==> config.mk <==
export PLATFORM = sky130hd
export DESIGN_NAME = min_search_ctrl
export DESIGN_NICKNAME = d
export VERILOG_FILES = /design/src/rtl/minsearch_pkg.sv /design/src/rtl/minsearch_cmp.sv /design/src/rtl/min_search_ctrl.sv
export SDC_FILE = /design/constraint.sdc
export NUM_CORES = 1
export LEC_CHECK = 0
export CORE_ASPECT_RATIO = 0.75
export CORE_MARGIN = 2
export CORE_UTILIZATION = 48
export CTS_CLUSTER_DIAMETER = 60
export DETAILED_ROUTE_END_ITERATION = 10
export PLACE_DENSITY = 0.84
export SLEW_MARGIN = 10
export SYNTH_ARGS = -nofsm -noshare
export SYNTH_HDL_FRONTEND = slang
export SYNTH_HIERARCHICAL = 1
export SYNTH_SLANG_ARGS = --single-unit
==> constraint.sdc <==
create_clock -name Clk -period 2 [get_ports Clk]
set_input_delay 0.2 -clock Clk [delete_from_list [all_inputs] [get_ports Clk]]
set_output_delay 0.2 -clock Clk [all_outputs]
set_load 0.02 [all_outputs]
==> src/rtl/minsearch_pkg.sv <==
// rtl/minsearch_pkg.sv - shared types and default widths for the minimum-search path
package minsearch_pkg;

    localparam int ADDR_W_DEF = 8;
    localparam int DATA_W_DEF = 8;

    typedef enum logic [1:0] {
        IDLE  = 2'd0,
        READ  = 2'd1,
        DRAIN = 2'd2,
        DONE  = 2'd3
    } state_t;

endpackage

==> src/rtl/minsearch_cmp.sv <==
// rtl/minsearch_cmp.sv - read-pipeline tracker, running-minimum compare and Load_Addr strobe
module minsearch_cmp
    import minsearch_pkg::*;
#(
    parameter int ADDR_W = ADDR_W_DEF,
    parameter int DATA_W = DATA_W_DEF
) (
    input  logic              clk_i,
    input  logic              rst_ni,
    input  logic              clear_i,
    input  logic              rd_en_i,
    input  logic [ADDR_W-1:0] rd_addr_i,
    input  logic [DATA_W-1:0] rd_data_i,
    output logic              load_addr_o,
    output logic [ADDR_W-1:0] mux_addr_o,
    output logic [DATA_W-1:0] min_data_o
);

    logic              valid_q;
    logic [ADDR_W-1:0] addr_q;
    logic              first_q;
    logic [DATA_W-1:0] min_q;
    logic              load;

    // The first word always loads, even when it equals the all-ones seed value.
    always_comb begin
        load = valid_q & (first_q | (rd_data_i < min_q));
    end

    always_ff @(posedge clk_i) begin
        if (!rst_ni) begin
            valid_q <= 1'b0;
            addr_q  <= '0;
            first_q <= 1'b0;
            min_q   <= '1;
        end else begin
            valid_q <= rd_en_i;
            addr_q  <= rd_addr_i;
            if (clear_i) begin
                first_q <= 1'b1;
                min_q   <= '1;
            end else if (load) begin
                first_q <= 1'b0;
                min_q   <= rd_data_i;
            end
        end
    end

    assign load_addr_o = load;
    assign mux_addr_o  = addr_q;
    assign min_data_o  = min_q;

endmodule

==> src/rtl/min_search_ctrl.sv <==
// rtl/min_search_ctrl.sv - window sweep sequencer driving the minimum-address register
module min_search_ctrl
    import minsearch_pkg::*;
#(
    parameter int ADDR_W = ADDR_W_DEF,
    parameter int DATA_W = DATA_W_DEF
) (
    input  logic              Clk,
    input  logic              Rst_N,
    input  logic              Start,
    input  logic [ADDR_W-1:0] Base_Addr,
    input  logic [ADDR_W:0]   Length,
    output logic              Mem_Rd_En,
    output logic [ADDR_W-1:0] Mem_Addr,
    input  logic [DATA_W-1:0] Mem_Rd_Data,
    output logic              Load_Addr,
    output logic [ADDR_W-1:0] Mux_Addr,
    output logic [DATA_W-1:0] Min_Data,
    output logic              Busy,
    output logic              Done
);

    state_t            state_q, state_d;
    logic [ADDR_W-1:0] addr_q, addr_d;
    logic [ADDR_W:0]   cnt_q, cnt_d;
    logic              start_accept;

    always_ff @(posedge Clk) begin
        if (!Rst_N) begin
            state_q <= IDLE;
            addr_q  <= '0;
            cnt_q   <= '0;
        end else begin
            state_q <= state_d;
            addr_q  <= addr_d;
            cnt_q   <= cnt_d;
        end
    end

    // cnt_q holds the number of reads still to issue, including the current one.
    always_comb begin
        state_d      = state_q;
        addr_d       = addr_q;
        cnt_d        = cnt_q;
        start_accept = 1'b0;
        case (state_q)
            IDLE: begin
                if (Start) begin
                    start_accept = 1'b1;
                    addr_d       = Base_Addr;
                    cnt_d        = Length;
                    state_d      = (Length == '0) ? DONE : READ;
                end
            end
            READ: begin
                addr_d = addr_q + 1'b1;
                cnt_d  = cnt_q - 1'b1;
                if (cnt_q == (ADDR_W + 1)'(1)) begin
                    state_d = DRAIN;
                end
            end
            DRAIN: begin
                state_d = DONE;
            end
            DONE: begin
                state_d = IDLE;
            end
            default: begin
                state_d = IDLE;
            end
        endcase
    end

    assign Mem_Rd_En = (state_q == READ);
    assign Mem_Addr  = addr_q;
    assign Busy      = (state_q != IDLE);
    assign Done      = (state_q == DONE);

    minsearch_cmp #(
        .ADDR_W(ADDR_W),
        .DATA_W(DATA_W)
    ) u_cmp (
        .clk_i       (Clk),
        .rst_ni      (Rst_N),
        .clear_i     (start_accept),
        .rd_en_i     (Mem_Rd_En),
        .rd_addr_i   (Mem_Addr),
        .rd_data_i   (Mem_Rd_Data),
        .load_addr_o (Load_Addr),
        .mux_addr_o  (Mux_Addr),
        .min_data_o  (Min_Data)
    );

endmodule

==> impl_metrics.tcl, run 1 <==
set metrics [dict create \
    crit_required_ns 1.80 \
    drt_wl_total_um 5203 \
    gp_congestion 0.8522 \
    antenna_left 0 \
    worst_slew_pin_slew_ns 0.5988 \
    powerDensity_nw_per_um2 988.7 \
    antennaDiodeCount 0 \
    hp-class "input port to flop" \
    start_kind "flop" \
    dr.pass1.iters 5 \
    whs_endpoint "u_cmp/min_data_o[2]$_SDFFE_PP1P_" \
    netlist.area_leader.share_pct 36.14 \
    post-place-ws_ns -0.4010 \
    post-route-drc-count 0 \
    initial_core_util_pct 50.25 \
    synthFlopType "dfxtp_1" \
    clock_skew_ns 0.008136 \
    io_pins 56 \
    grt_pass1_wl_um 8017 \
    cts_tree "done" \
    setup_viol 0 \
    mappedNetlistArea_um2 2049 \
    io_buffers 55 \
    worst-setup-path-type "flop to primary output" \
    fmax_mhz 511.3 \
    vdd.ir_drop.worst_mv 0.6616 \
    finalHoldViolations 0 \
    rr_startpoint "u_cmp/min_data_o[1]$_SDFFE_PP1P_" \
    h-tree-depth 2 \
    grt_remaining_overflow 0 \
    cts.sinks 37 \
    cp-end-kind "primary output" \
    root_buffer "clkbuf_8" \
    layout-drive-gt1-share_pct 12.66 \
    wl_per_cell_um 14.33 \
    async_flop_share_pct 0 \
    clk_pin_slew_ns 0.08 \
    max_cap_violations 0 \
    outcome "finished clean" \
    synthCells 244 \
    via_count 1987 \
    vias_per_cell 5.474 \
    design.die.area_um2 4814 \
    final_nets 350 \
    cts_setup_buffers 0 \
    yosysSeqAreaShare_pct 36.14 \
    synth-edff-count 0 \
    final_util_pct 69.75 \
    clock_path_buffers 2 \
    antenna_found_initial 0 \
    num_rows 20 \
    synth.avg_cell_area_um2 8.399 \
    ys_top_cells_by_area "dfxtp_1, ha_1, nor2_1" \
    first_iter_violations 117 \
    p_total_mw 2.813 \
    p_leak_nw 1.202 \
    cts_buffers 5 \
    grt_pass1_vias 1805 \
    grt_max_degree 19 \
    insertion_delay_ns 0.30 \
    hpwlAfterDp_um 3609 \
    reg2reg_to "u_cmp/min_data_o[1]$_SDFFE_PP1P_" \
    worstHoldStart "Mem_Rd_Data[2]" \
    drv_slew 0 \
    die_h_um 60.59 \
    core_area_um2 4079 \
    synth.distinct_cells 49 \
    holdWs_ns 0.2868 \
    area_growth_pct 38.83 \
    synth_nets 287 \
    tns_ns 0 \
    cts_hold_buf 0 \
    crit_arrival_ns 1.76 \
    period_needed_ns 1.956 \
    slew_headroom_pct 60.08 \
    track_usage_pct 21.93 \
    hold_depth 3 \
    die_width_um 79.45 \
    reg2reg_setup_slack_ns 0.18 \
    n_fill_cell 313 \
    worst_slack_ns 0.04423 \
    fin_crit_sh_pct 97.79 \
    ys_warn_count 6 \
    yosys.area.top_type "dfxtp_1" \
    rr_worst_depth 7 \
    synth-seq-cells 37 \
    cp_max_fo 2 \
]
## critical path, stage by stage, from the launching register on
cell and delay [ns]:
dfxtp_2 0.34, inv_1 0.05, ha_1 0.19, a211oi_2 0.24
o21ai_1 0.14, a221oi_2 0.32, buf_4 0.19
## power breakdown
group | switching (mW) | leakage, nW | internal (mW)
Sequential | 0.137 | 0.302 | 0.860
Combinational | 0.621 | 0.846 | 0.531
Clock | 0.291 | 0.0543 | 0.373
Total | 1.05 | 1.20 | 1.76
## cell usage in the layout (no fill, tap or decap), drive strengths merged, types with 3 or more instances in the layout
cell           synthesis  layout
clkbuf                 8       5
o211ai                 3       3
nor2                  33      33
buf                    5      15
nor2b                  5       5
o21ai                 15      15
nor4                   4       4
and2                  10      10
nand3                  3       3
a211oi                 3       3
a21oi                 20      20
mux2i                 10      10
dfxtp                 37      37
ha                    15      15
and3                   3       3
inv                   17      17
nand2b                 3       3
a31oi                  3       3
clkdlybuf4s50          0      51
nand2                 15      15
## synthesized netlist by cell type, types with 3 or more instances
cell	n
nand3_1	3
a31oi_1	3
a21oi_1	20
o211ai_1	3
clkbuf_1	8
dfxtp_1	37
buf_2	4
nor2b_1	5
o21ai_0	14
nand2_1	15
mux2i_1	10
and2_1	10
inv_1	17
and3_1	3
nor2_1	33
ha_1	15
## how the worst max path moves through the flow
stage | startpoint | to | cells past startpoint
global route | u_cmp/min_data_o[7]$_SDFFE_PP1P_ | Load_Addr | 6
detailed placement | Mem_Rd_Data[2] | Load_Addr | 6
global placement | Mem_Rd_Data[2] | Load_Addr | 6
CTS | u_cmp/min_data_o[2]$_SDFFE_PP1P_ | Load_Addr | 6
finish | u_cmp/min_data_o[1]$_SDFFE_PP1P_ | Load_Addr | 6
floorplan | u_cmp/min_data_o[2]$_SDFFE_PP1P_ | u_cmp/min_data_o[0]$_SDFFE_PP1P_ | 7
## metal layers
metal	vias up	track usage, %	part of all wire [%]
met3	11	4.167	6.1
met5	-	0	0
met1	918	28.66	44
met2	68	34.93	48
li1	990	-	-
met4	0	12.07	1.8
## through the flow
stage	std cells	instance area [um^2]
after global placement	355	2713
after global routing	363	2845
after detailed placement	355	2713
after CTS	363	2824
final	363	2845
after floorplan	244	2049
## layout make-up
type | instances | area, um^2 | area share, %
timing repair buffer | 69 | 656.9 | 23.09
multi-input combinational | 176 | 1192 | 41.91
inverter | 18 | 67.56 | 2.375
tap | 55 | 68.82 | 2.419
clock buffer | 5 | 68.82 | 2.419
sequential | 37 | 744.5 | 26.17
clock inverter | 3 | 46.29 | 1.627
## registers in the layout (all words and copies together) (netlist names)
register,flops
Mem_Addr,8
cnt_q,9
state_q,2
u_cmp/first_q,1
u_cmp/min_data_o,8
u_cmp/mux_addr_o,8
u_cmp/valid_q,1
## what timing repair did
item,CTS,global route
gates resized for setup,6,7
setup endpoints to repair,2,2
hold endpoints to repair,0,0
pin swaps,0,2
## cell families after synthesis
| family | after synthesis | share of synthesized area [%] |
|---|---|---|
| fa+ha+maj | 15 | 9.158 |
| buf+inv | 31 | 6.288 |
| flops | 37 | 36.14 |
| mux | 11 | 5.434 |
| simple gates | 86 | 22.10 |
| compound gates | 64 | 20.88 |
No activity file was read; power rests on OpenSTA's default activity.
==> inputs of run 2 (changes only) <==
--- a/config.mk
+++ b/config.mk
@@ -6,7 +6,6 @@
 export NUM_CORES = 1
 export LEC_CHECK = 0
 export CORE_ASPECT_RATIO = 0.75
-export CORE_MARGIN = 2
 export CORE_UTILIZATION = 48
 export CTS_CLUSTER_DIAMETER = 60
 export DETAILED_ROUTE_END_ITERATION = 10
==> run 2 against run 1 <==
Power decreased by 5.4%. Setup slack improved by 0.079 ns. First-iteration DRC count decreased by 0.85%. Core utilization decreased by 0.61 points. Hold slack got worse by 0.0077 ns. Register-to-register slack about the same. Critical path type unchanged. Highest routed layer unchanged.
==> impl_metrics.tcl, run 2 (synthesis results as in run 1) <==
set metrics [dict create \
    outcome "finished clean" \
    dr.pass1.iters 4 \
    finalNonFillerCells 362 \
    h-tree-depth 2 \
    grt_max_degree 19 \
    num_rows 20 \
    grt_remaining_overflow 0 \
    cts_tree "done" \
    path_delay_family "compound AO/OA/AOI/OAI gates" \
    track_usage_pct 22.17 \
    rr_startpoint "state_q[0]$_SDFFE_PN0P_" \
    powerDensity_nw_per_um2 943.4 \
    start_kind "flop" \
    rr_worst_depth 6 \
    vias_per_cell 5.459 \
    hpwlAfterDp_um 3529 \
    drt_wl_total_um 4737 \
    cts.sinks 37 \
    tns_ns 0 \
    grt_pass1_wl_um 7831 \
    p_switching_uw 996.2 \
    insertion_delay_ns 0.29 \
    final_common_cell "clkdlybuf4s50_1" \
    antenna_found_initial 0 \
    cp-startpoint "u_cmp/min_data_o[2]$_SDFFE_PP1P_" \
    antennaDiodeCount 0 \
    fin_crit_sh_pct 93.85 \
    wl_per_cell_um 13.09 \
    p_leak_nw 1.191 \
    hold_depth 3 \
    root_buffer "clkbuf_8" \
    antenna_left 0 \
    core_area_um2 4079 \
    cts_buffers 5 \
    final_nets 350 \
    p_sw_share_pct 37.44 \
    seqPwrFrac_pct 37.3 \
    area_growth_pct 37.61 \
    max_cap_violations 0 \
    clock_path_buffers 2 \
    post-route-drc-count 0 \
    reg2reg_setup_slack_ns 0.18 \
    crit_path_top_delay_cell "dfxtp_2" \
    final_cell_mix "clkdlybuf4s50_1, dfxtp_1, nor2_1" \
    crit_required_ns 1.80 \
    worst-setup-path-type "flop to primary output" \
    setup_viol 0 \
    period_needed_ns 1.877 \
    io_pins 56 \
    clkPwrFrac_pct 19.9 \
    cp.buffers_inverters 2 \
    finalHoldViolations 0 \
    slew_headroom_pct 59.65 \
    grt_pass1_vias 1757 \
    path_cells "inv_1 > ha_4 > a211oi_2 > o21ai_1 > a221oi_2 > buf_4" \
    clock_skew_ns 0.009448 \
    reg2reg_to "u_cmp/min_data_o[3]$_SDFFE_PP1P_" \
    fmax_mhz 532.7 \
    cp_max_fo 2 \
    worst_slew_pin_slew_ns 0.6053 \
    die_width_um 77.45 \
    combPwrFrac_pct 42.7 \
    dp.cells 355 \
    n_fill_cell 316 \
    design.die.area_um2 4538 \
    gp_congestion 0.8711 \
    crit_cells 6 \
    first_iter_violations 116 \
    initial_core_util_pct 50.25 \
    drv_slew 0 \
    largest_register_ffs 9 \
    hp-class "input port to flop" \
    via_count 1976 \
    p_int_mw 1.664 \
    die_h_um 58.59 \
    slowest_delay_ns 0.32 \
    cp-end-kind "primary output" \
    crit_end "Load_Addr" \
    vdd.ir_drop.worst_mv 0.6432 \
    top_register "cnt_q" \
    rsz0062_at_grt "no" \
    crit_arrival_ns 1.68 \
    layout-drive-gt1-share_pct 11.73 \
    clk_pin_slew_ns 0.07 \
    io_buffers 55 \
]
[run 2: changes by cell type in the layout (fill, tap and decap cells not counted)]
| cell | change |
|---|---|
| bufinv_16 | -1 |
| clkdlybuf4s50_1 | +1 |
| dfxtp_1 | +1 |
| dlygate4sd2_1 | -1 |
| dfxtp_2 | -1 |
| o21ai_0 | -1 |
| clkinv_4 | -1 |
| o21ai_1 | +1 |
| clkbuf_8 | +1 |
| inv_2 | -1 |
| inv_1 | +1 |
[run 2: power by group through the flow]
stage                     clock (mW)  combinational [mW]  sequential (mW)
after CTS                      0.543                1.13            0.990
after detailed placement           0                1.13             1.01
after global placement             0                1.10             1.00
after global routing           0.570                1.24             1.01
final                          0.531                1.14            0.993
after floorplan                    0               0.672             1.06
[run 2: worst min-delay path: stages]
cell and delay (ns):
dlymetal6s2s_1 0.16, nor2_1 0.11, mux2i_1 0.07
[run 2: cell type report]
type,count,area [um^2],area share [%]
repair buffers,69,658.1,23.34
inverters,18,67.56,2.396
flip-flops and latches,37,743.2,26.35
well taps,55,68.82,2.440
multi-input cells,176,1192,42.28
clock inverters,1,7.507,0.2662
clock buffers,6,82.58,2.928
[run 2: metal layers]
layer / share of wire (%) / GRT usage, % / vias to the layer above
li1: - / - / 985
met2: 46 / 38.43 / 64
met4: 1.1 / 8.625 / 0
met3: 5.4 / 4.806 / 7
met1: 47 / 27.30 / 920
met5: 0 / 0 / -
[run 2: per-stage QoR]
step	area, um^2	total power, mW	util [%]	setup WS (ns)	hold slack [ns]
floorplan	2049	1.728	-	0.2162	0.3672
global placement	2713	2.102	66.50	-0.3940	0.4981
detailed placement	2713	2.138	66.50	-0.4092	0.5088
CTS	2798	2.666	68.59	0.03331	0.5231
global route	2820	2.825	69.14	0.02936	0.2933
finish	2820	2.661	69.14	0.1229	0.2791
[run 2: what timing repair did]
item / in CTS / in global routing
resized for setup: 4 / 7
hold buffers: 0 / 0
pin swaps: 0 / 1
hold endpoints to repair: 0 / 0
endpoints found under the setup margin: 1 / 2
setup buffers: 0 / 0
[run 2: worst min-delay path by stage]
stage	from	to	slack, ns
3_5_place_dp	Mem_Addr[5]$_SDFFE_PN0P_	u_cmp/mux_addr_o[5]$_SDFF_PN0_	0.51
4_1_cts	state_q[0]$_SDFFE_PN0P_	state_q[0]$_SDFFE_PN0P_	0.52
5_1_grt	Mem_Rd_Data[2]	u_cmp/min_data_o[2]$_SDFFE_PP1P_	0.29
3_3_place_gp	Mem_Addr[7]$_SDFFE_PN0P_	Mem_Addr[7]$_SDFFE_PN0P_	0.50
6_report	Mem_Rd_Data[2]	u_cmp/min_data_o[2]$_SDFFE_PP1P_	0.28
2_1_floorplan	Mem_Rd_Data[0]	u_cmp/min_data_o[0]$_SDFFE_PP1P_	0.37
==> inputs of run 3 (changes only) <==
--- a/config.mk
+++ b/config.mk
@@ -10,7 +10,6 @@
 export CTS_CLUSTER_DIAMETER = 60
 export DETAILED_ROUTE_END_ITERATION = 10
 export PLACE_DENSITY = 0.84
-export SLEW_MARGIN = 10
 export SYNTH_ARGS = -nofsm -noshare
 export SYNTH_HDL_FRONTEND = slang
 export SYNTH_HIERARCHICAL = 1
==> results of run 3 <==
The final DEF is identical to that of run 2; final timing and power are the same.
